File: src/rtl/axi_lite_pkg.sv
// Shared AXI-Lite definitions: default bus widths, response codes and the
// initiator state encoding. Imported by the AXI-Lite master and the memory.
package axi_lite_pkg;

    localparam int unsigned DFLT_ADDR_WDTH = 4;
    localparam int unsigned DFLT_DATA_WDTH = 32;
    localparam int unsigned DFLT_RESP_WDTH = 1;
    localparam int unsigned DFLT_ERRC_WDTH = 8;

    localparam logic RESP_OKAY = 1'b0;
    localparam logic RESP_ERR  = 1'b1;

    typedef enum logic [2:0] {
        ST_IDLE    = 3'd0,
        ST_RD_ADDR = 3'd1,
        ST_RD_DATA = 3'd2,
        ST_WR_REQ  = 3'd3,
        ST_WR_RESP = 3'd4,
        ST_RSP     = 3'd5
    } axil_mst_state_t;

endpackage

File: src/rtl/axi_lite_master.sv
// AXI-Lite initiator: converts single-beat read/write commands into one
// AXI-Lite transaction at a time and returns one response per command.
// Ports:
//   clk, rst_n              clock, synchronous active-low reset
//   cmd_*                   command channel (valid/ready, write, addr, wdata)
//   rsp_*                   response channel (valid/ready, rdata, err)
//   err_count               saturating count of error responses
//   ar_*/r_*/aw_*/w_*/b_*   AXI-Lite initiator channels
module axi_lite_master
    import axi_lite_pkg::*;
#(
    parameter int unsigned ADDR_WDTH = DFLT_ADDR_WDTH,
    parameter int unsigned DATA_WDTH = DFLT_DATA_WDTH,
    parameter int unsigned RESP_WDTH = DFLT_RESP_WDTH,
    parameter int unsigned ERRC_WDTH = DFLT_ERRC_WDTH
) (
    input  logic                 clk,
    input  logic                 rst_n,
    input  logic                 cmd_valid,
    output logic                 cmd_ready,
    input  logic                 cmd_write,
    input  logic [ADDR_WDTH-1:0] cmd_addr,
    input  logic [DATA_WDTH-1:0] cmd_wdata,
    output logic                 rsp_valid,
    input  logic                 rsp_ready,
    output logic [DATA_WDTH-1:0] rsp_rdata,
    output logic                 rsp_err,
    output logic [ERRC_WDTH-1:0] err_count,
    output logic                 ar_valid,
    input  logic                 ar_ready,
    output logic [ADDR_WDTH-1:0] ar_address,
    input  logic                 r_valid,
    output logic                 r_ready,
    input  logic [DATA_WDTH-1:0] r_data,
    input  logic [RESP_WDTH-1:0] r_resp,
    output logic                 aw_valid,
    input  logic                 aw_ready,
    output logic [ADDR_WDTH-1:0] aw_address,
    output logic                 w_valid,
    input  logic                 w_ready,
    output logic [DATA_WDTH-1:0] w_data,
    input  logic                 b_valid,
    output logic                 b_ready,
    input  logic [RESP_WDTH-1:0] b_resp
);

    localparam logic [ERRC_WDTH-1:0] ERRC_MAX = '1;

    axil_mst_state_t state_q, state_d;

    logic                 cmd_ready_q, cmd_ready_d;
    logic                 rsp_valid_q, rsp_valid_d;
    logic [DATA_WDTH-1:0] rsp_rdata_q, rsp_rdata_d;
    logic                 rsp_err_q,   rsp_err_d;
    logic [ERRC_WDTH-1:0] err_count_q, err_count_d;
    logic                 ar_valid_q,  ar_valid_d;
    logic [ADDR_WDTH-1:0] ar_addr_q,   ar_addr_d;
    logic                 r_ready_q,   r_ready_d;
    logic                 aw_valid_q,  aw_valid_d;
    logic [ADDR_WDTH-1:0] aw_addr_q,   aw_addr_d;
    logic                 w_valid_q,   w_valid_d;
    logic [DATA_WDTH-1:0] w_data_q,    w_data_d;
    logic                 b_ready_q,   b_ready_d;
    logic                 aw_done_q,   aw_done_d;
    logic                 w_done_q,    w_done_d;

    logic aw_hs;
    logic w_hs;
    logic err_hit;

    // Next-state and next-output logic
    always_comb begin
        state_d     = state_q;
        cmd_ready_d = cmd_ready_q;
        rsp_valid_d = rsp_valid_q;
        rsp_rdata_d = rsp_rdata_q;
        rsp_err_d   = rsp_err_q;
        err_count_d = err_count_q;
        ar_valid_d  = ar_valid_q;
        ar_addr_d   = ar_addr_q;
        r_ready_d   = r_ready_q;
        aw_valid_d  = aw_valid_q;
        aw_addr_d   = aw_addr_q;
        w_valid_d   = w_valid_q;
        w_data_d    = w_data_q;
        b_ready_d   = b_ready_q;
        aw_done_d   = aw_done_q;
        w_done_d    = w_done_q;
        aw_hs       = aw_valid_q & aw_ready;
        w_hs        = w_valid_q & w_ready;
        err_hit     = 1'b0;

        case (state_q)
            ST_IDLE: begin
                if (cmd_valid) begin
                    cmd_ready_d = 1'b0;
                    if (cmd_write) begin
                        state_d    = ST_WR_REQ;
                        aw_valid_d = 1'b1;
                        w_valid_d  = 1'b1;
                        aw_addr_d  = cmd_addr;
                        w_data_d   = cmd_wdata;
                        aw_done_d  = 1'b0;
                        w_done_d   = 1'b0;
                    end else begin
                        state_d    = ST_RD_ADDR;
                        ar_valid_d = 1'b1;
                        ar_addr_d  = cmd_addr;
                    end
                end
            end
            ST_RD_ADDR: begin
                if (ar_ready) begin
                    state_d    = ST_RD_DATA;
                    ar_valid_d = 1'b0;
                    r_ready_d  = 1'b1;
                end
            end
            ST_RD_DATA: begin
                if (r_valid) begin
                    state_d     = ST_RSP;
                    r_ready_d   = 1'b0;
                    rsp_valid_d = 1'b1;
                    rsp_rdata_d = r_data;
                    rsp_err_d   = |r_resp;
                    err_hit     = |r_resp;
                end
            end
            ST_WR_REQ: begin
                // AW and W complete independently; leave once both have.
                if (aw_hs) begin
                    aw_valid_d = 1'b0;
                    aw_done_d  = 1'b1;
                end
                if (w_hs) begin
                    w_valid_d = 1'b0;
                    w_done_d  = 1'b1;
                end
                if ((aw_done_q | aw_hs) && (w_done_q | w_hs)) begin
                    state_d   = ST_WR_RESP;
                    b_ready_d = 1'b1;
                end
            end
            ST_WR_RESP: begin
                if (b_valid) begin
                    state_d     = ST_RSP;
                    b_ready_d   = 1'b0;
                    rsp_valid_d = 1'b1;
                    rsp_rdata_d = '0;
                    rsp_err_d   = |b_resp;
                    err_hit     = |b_resp;
                end
            end
            ST_RSP: begin
                if (rsp_ready) begin
                    state_d     = ST_IDLE;
                    rsp_valid_d = 1'b0;
                    cmd_ready_d = 1'b1;
                end
            end
            default: begin
                state_d     = ST_IDLE;
                cmd_ready_d = 1'b1;
            end
        endcase

        if (err_hit && (err_count_q != ERRC_MAX)) begin
            err_count_d = err_count_q + ERRC_WDTH'(1);
        end
    end

    // State and output registers
    always_ff @(posedge clk) begin
        if (!rst_n) begin
            state_q     <= ST_IDLE;
            cmd_ready_q <= 1'b1;
            rsp_valid_q <= 1'b0;
            rsp_rdata_q <= '0;
            rsp_err_q   <= 1'b0;
            err_count_q <= '0;
            ar_valid_q  <= 1'b0;
            ar_addr_q   <= '0;
            r_ready_q   <= 1'b0;
            aw_valid_q  <= 1'b0;
            aw_addr_q   <= '0;
            w_valid_q   <= 1'b0;
            w_data_q    <= '0;
            b_ready_q   <= 1'b0;
            aw_done_q   <= 1'b0;
            w_done_q    <= 1'b0;
        end else begin
            state_q     <= state_d;
            cmd_ready_q <= cmd_ready_d;
            rsp_valid_q <= rsp_valid_d;
            rsp_rdata_q <= rsp_rdata_d;
            rsp_err_q   <= rsp_err_d;
            err_count_q <= err_count_d;
            ar_valid_q  <= ar_valid_d;
            ar_addr_q   <= ar_addr_d;
            r_ready_q   <= r_ready_d;
            aw_valid_q  <= aw_valid_d;
            aw_addr_q   <= aw_addr_d;
            w_valid_q   <= w_valid_d;
            w_data_q    <= w_data_d;
            b_ready_q   <= b_ready_d;
            aw_done_q   <= aw_done_d;
            w_done_q    <= w_done_d;
        end
    end

    // Held low during reset even before the first reset edge is seen.
    assign cmd_ready  = cmd_ready_q & rst_n;
    assign rsp_valid  = rsp_valid_q;
    assign rsp_rdata  = rsp_rdata_q;
    assign rsp_err    = rsp_err_q;
    assign err_count  = err_count_q;
    assign ar_valid   = ar_valid_q;
    assign ar_address = ar_addr_q;
    assign r_ready    = r_ready_q;
    assign aw_valid   = aw_valid_q;
    assign aw_address = aw_addr_q;
    assign w_valid    = w_valid_q;
    assign w_data     = w_data_q;
    assign b_ready    = b_ready_q;

endmodule

File: config.mk
export PLATFORM = sky130hd
export DESIGN_NAME = axi_lite_master
export DESIGN_NICKNAME = d
export VERILOG_FILES = /design/src/rtl/axi_lite_pkg.sv /design/src/rtl/axi_lite_master.sv
export SDC_FILE = /design/constraint.sdc
export NUM_CORES = 1
export LEC_CHECK = 0
export ABC_AREA = 1
export ABC_CLOCK_PERIOD_IN_PS = 2170
export BUFFER_PORTS_ARGS = -buffer_cell sky130_fd_sc_hd__buf_4
export CAP_MARGIN = 40
export CORE_UTILIZATION = 45
export CTS_CLUSTER_SIZE = 16
export DETAILED_ROUTE_END_ITERATION = 8
export PLACE_DENSITY = 0.76
export SYNTH_ARGS = -nofsm -noshare
export SYNTH_HDL_FRONTEND = slang
export SYNTH_SLANG_ARGS = --single-unit
File: constraint.sdc
create_clock -name clk -period 2.17 [get_ports clk]
set_input_delay 0.651 -clock clk [delete_from_list [all_inputs] [get_ports clk]]
set_output_delay 0.651 -clock clk [all_outputs]
set_load 0.01 [all_outputs]
=== Yosys cells after proc, flatten, opt, wreduce, memory -nomap -nowiden ===
Cells that the tools add are included.

* Bits in registers: 93
* Logic and storage cells: 107

* Add/subtract/negate cells: 1
* Eq/ne operators: 16
* Multiplexer cells: 46
* Bitwise operators: 7
* Reduce and logical (&&, ||, !) cells: 21

{| class="wikitable"
|+ Operators by type and width
! operator !! number
|-
| two-way mux 32 bit || 2
|-
| case mux 32 bit (2 select lines) || 1
|-
| two-way mux 1 bit || 24
|-
| != test 2 bit (second input constant) || 10
|-
| two-way mux 3 bit || 6
|-
| case mux 1 bit (2 select lines) || 9
|-
| case mux 3 bit (6 select lines) || 1
|-
| AND reduction 3 bit || 6
|-
| AND reduction 4 bit || 4
|-
| nonzero test 2 bit || 5
|-
| adder 8 x 1 -> 8 bit (second input constant) || 1
|-
| != test 8 bit (second input constant) || 1
|-
| == test 3 x 2 -> 1 bit (second input constant) || 2
|-
| == test 3 bit (second input constant) || 2
|-
| case mux 1 bit (3 select lines) || 2
|-
| AND reduction 6 bit || 1
|-
| OR reduction 4 bit || 1
|-
| bitwise AND 1 bit || 3
|-
| == test 3 x 1 -> 1 bit (second input constant) || 1
|-
| zero test 3 bit || 1
|-
| nonzero test 3 bit || 1
|-
| logical AND 1 bit || 2
|-
| two-way mux 2 bit || 1
|-
| inverter 1 bit || 2
|-
| bitwise OR 1 bit || 2
|}

=== Logic depth before layout (Yosys ltp) ===
* Depth in word-level cells: 5
* Mapped depth: 9
* Mapped depth without buffers: 9

=== Least setup slack after synthesis ===
OpenSTA, ideal clock, no wires.

* Path type: input-to-output
* Start: input rst_n
* End: output cmd_ready
* Arrival time: 1.313 ns
* Slack: 0.206 ns
* Stages on the path: 4
* Buffers on the path: 2
* Cells stage by stage: clkbuf_1 clkbuf_1 nand2_1 inv_1

* Word-level cells in the longest chain between the ends: 1

{| class="wikitable"
|+ RTL lines
! element !! line !! text
|-
| start, declared || axi_lite_master.sv:18 || <nowiki>input logic rst_n,</nowiki>
|-
| bitwise AND 1 bit || axi_lite_master.sv:212 || <nowiki>assign cmd_ready = cmd_ready_q & rst_n;</nowiki>
|-
| end, declared || axi_lite_master.sv:20 || <nowiki>output logic cmd_ready,</nowiki>
|}

Every way passes these cells.

=== Worst setup path after layout ===
Ends and elaborated chain as after synthesis.

==> summary.md <==
| Metric | Value |
|---|---|
| Post-DP Area | `5202 um^2` |
| Synthesized instance count | `between 500 and 600` |
| Hold Crit Class | `register to register` |
| Hold Violations, Final | `0` |
| Flops & latches, synth | `93` |
| Synth area leader | `dfxtp_1` |
| DIE AREA | `about 9100 um^2` |
| Routed len/inst | `12.09 um` |
| Die width | `roughly 95 um` |
| Slew headroom | `0.5834` |
| Layout Nets | `about 800` |
| H-Tree Depth | `3` |
| Layout area overhead | `37.13%` |
| Layout Skew | `0.006894 ns` |
| Drt drc | `0` |
| Register area | `1862 um^2` |
| Main flop type after synthesis | `dfxtp_1` |
| CTS sink cnt | `93` |
| Clk root buf | `clkbuf_8` |
| Num ports | `168` |
| Yosys top cell area share | `0.4739` |
| Vias in the first global route | `between 3,000 and 4,000` |
| Number of I/O port buffers | `167` |
| TritonCTS clock tree | `built` |
| Area of the multi-input gates | `around 1600 um^2` |
| First-pass GRT wire length | `15.97 mm` |
| Initial antenna violation count | `0` |
| Synth cell types | `30` |
| Asr flop ratio synth | `0` |
| Commonest non-fill, non-tap cell in the layout | `buf_4` |
| CP Class | `input port to output port` |
| Antenna Nets Post-Route | `0` |
| Initial core utilization | `0.4710` |
| Worst EP required | `~1.5 ns` |
| Maximum VDD drop | `~550 uV` |
| DRT iter0 DRCs | `about 110` |
| Via Count | `between 3,000 and 4,000` |
| Post-synth EDFFs | `0` |
| Gr ovfl total | `0` |
| Critical Path AT | `about 1.1 ns` |
| Largest net degree at the start of global routing | `between 80 and 90` |
| Hold Buf Count CTS | `0` |
| Clock Latency Late Sink | `approximately 0.35 ns` |
| Final setup vio count | `0` |
| Top post-synthesis cells by area | `dfxtp_1, nor2_1, o21ai_0` |
| Minimum clock period | `~1.7 ns` |
| Worst slew pin tran | `0.6240 ns` |
| Post-CTS Resized | `0` |
| Total number of yosys warnings | `0` |
| Pre-antenna DRT Iters | `4` |
| FP Rows | `33` |
| Worst-path clk slew | `~0.080 ns` |
| GRT Total Usage | `0.2223` |
| Fraction of layout cells with a size suffix above 1 | `0.2797` |
| CTS Buf Count | `9` |
| # diodes | `0` |
| P per Cell Area | `between 1000 and 1500 nW/um^2` |
| Fillers | `~770` |
| RSZ-0062 raised after global routing | `false` |
| Setup TNS | `0 ns` |
| Post-CTS Setup Bufs | `0` |
| Tcrit/Tclk final | `0.7893` |
| Register area share after synthesis | `0.4739` |
| Worst setup SP type | `input port` |
| Max Cap Viol | `0` |
| Die height | `between 90 and 100 um` |
| CP endpoint kind | `output port` |
| Commonest cells after routing, fill and taps aside | `buf_4, nor2_1, dfxtp_1` |
| Syn Area/Cell | `~7.1 um^2` |
| Syn_nets | `approximately 640` |
| Max Slew Vio Count | `0` |
| Fmax | `around 600 MHz` |
| Clock Path Buffers | `2` |
| Final non-filler cell area | `between 5000 and 6000 um^2` |
| Dpl hpwl | `between 7 and 8 mm` |
| Routed wire length | `between 9 and 10 mm` |
| Total core area | `between 8000 and 9000 um^2` |
| Avg Vias per Cell | `roughly 4.7` |
| Leak | `0.002738 uW` |
| CP max FO | `2` |
| Final GP Congestion | `about 0.85` |
| Outcome | `finished clean` |
| Synthesized area | `between 3000 and 4000 um^2` |
==> kinds of logic after synthesis <==
| family | after synthesis | share of synthesized area |
|---|---|---|
| buffers and inverters | 119 | 0.1293 |
| and+or+nand+nor | 212 | 0.2213 |
| DFF | 93 | 0.4739 |
| AOI/OAI and AO/OA | 129 | 0.1678 |
| adders and majority gates | 1 | 0.003184 |
| xor gates and xnor gates | 2 | 0.004459 |
==> flip-flops by register name, summed over array words and instances (netlist names) <==
register,cells
aw_done_q,1
err_count,8
cmd_ready_q,1
aw_valid,1
w_data,32
state_q,3
rsp_err,1
r_ready,1
ar_valid,1
b_ready,1
rsp_valid,1
w_done_q,1
aw_address,4
rsp_rdata,32
w_valid,1
ar_address,4
==> final cells by class <==
| type | instances | share of cell area |
|---|---|---|
| sequential | 93 | 0.3456 |
| multi-input combinational | 344 | 0.2894 |
| timing repair buffer | 171 | 0.2429 |
| inverter | 91 | 0.06340 |
| clock buffer | 11 | 0.02810 |
| tap | 105 | 0.02438 |
| clock inverter | 5 | 0.006270 |
==> power breakdown <==
| group | switching (uW) | internal (uW) |
|---|---|---|
| Clock | 596 | 480 |
| Sequential | 317 | 2250 |
| Combinational | 1340 | 1120 |
| Total | 2250 | 3850 |
==> per-layer routing <==
metal	track usage	vias to the layer above	wire, um
met5	0	-	0
li1	-	2034	-
met4	0.08831	0	146
met2	0.3619	141	4381
met3	0.08533	13	1046
met1	0.2630	1684	4342
==> cells in the mapped netlist, types with 2 or more instances <==
cell type,count
buf_6,5
nand2_2,2
a21oi_1,46
nand3_2,2
o21ai_1,9
nor2_1,138
nor2_4,2
inv_2,5
nand4_1,4
dfxtp_1,93
inv_1,86
buf_2,7
clkbuf_1,13
nand2_1,50
o21ai_0,69
nand3_1,11
==> critical path: stages <==
cell and delay (ns):
buf_4 0.14, nand2_1 0.08, inv_1 0.05, buf_4 0.14
==> per-stage QoR <==
step	instances	worst slack (ns)	hold slack (ns)	total power [uW]	util
4_1_cts	820	0.4578	0.4479	6169	0.6460
6_report	820	0.4572	0.4461	6104	0.6460
5_1_grt	820	0.3369	0.4594	6574	0.6460
2_1_floorplan	556	0.2059	0.4453	3997	-
3_5_place_dp	804	0.3811	0.4355	5084	0.6238
3_3_place_gp	804	0.4244	0.4319	5001	0.6238
==> worst paths after layout <==
| check | start | endpoint | slack (ns) | cells after the start |
|---|---|---|---|---|
| worst max-delay path | rst_n | cmd_ready | 0.46 | 4 |
| worst min-delay path | rsp_rdata[21]$_SDFFE_PN0P_ | rsp_rdata[21]$_SDFFE_PN0P_ | 0.45 | 2 |
| worst max register to register | state_q[2]$_SDFFE_PN0P_ | w_done_q$_SDFFE_PN0P_ | 0.50 | 6 |
| worst min register to register | rsp_rdata[21]$_SDFFE_PN0P_ | rsp_rdata[21]$_SDFFE_PN0P_ | 0.45 | 2 |
Power figures use the tool's default switching activity.
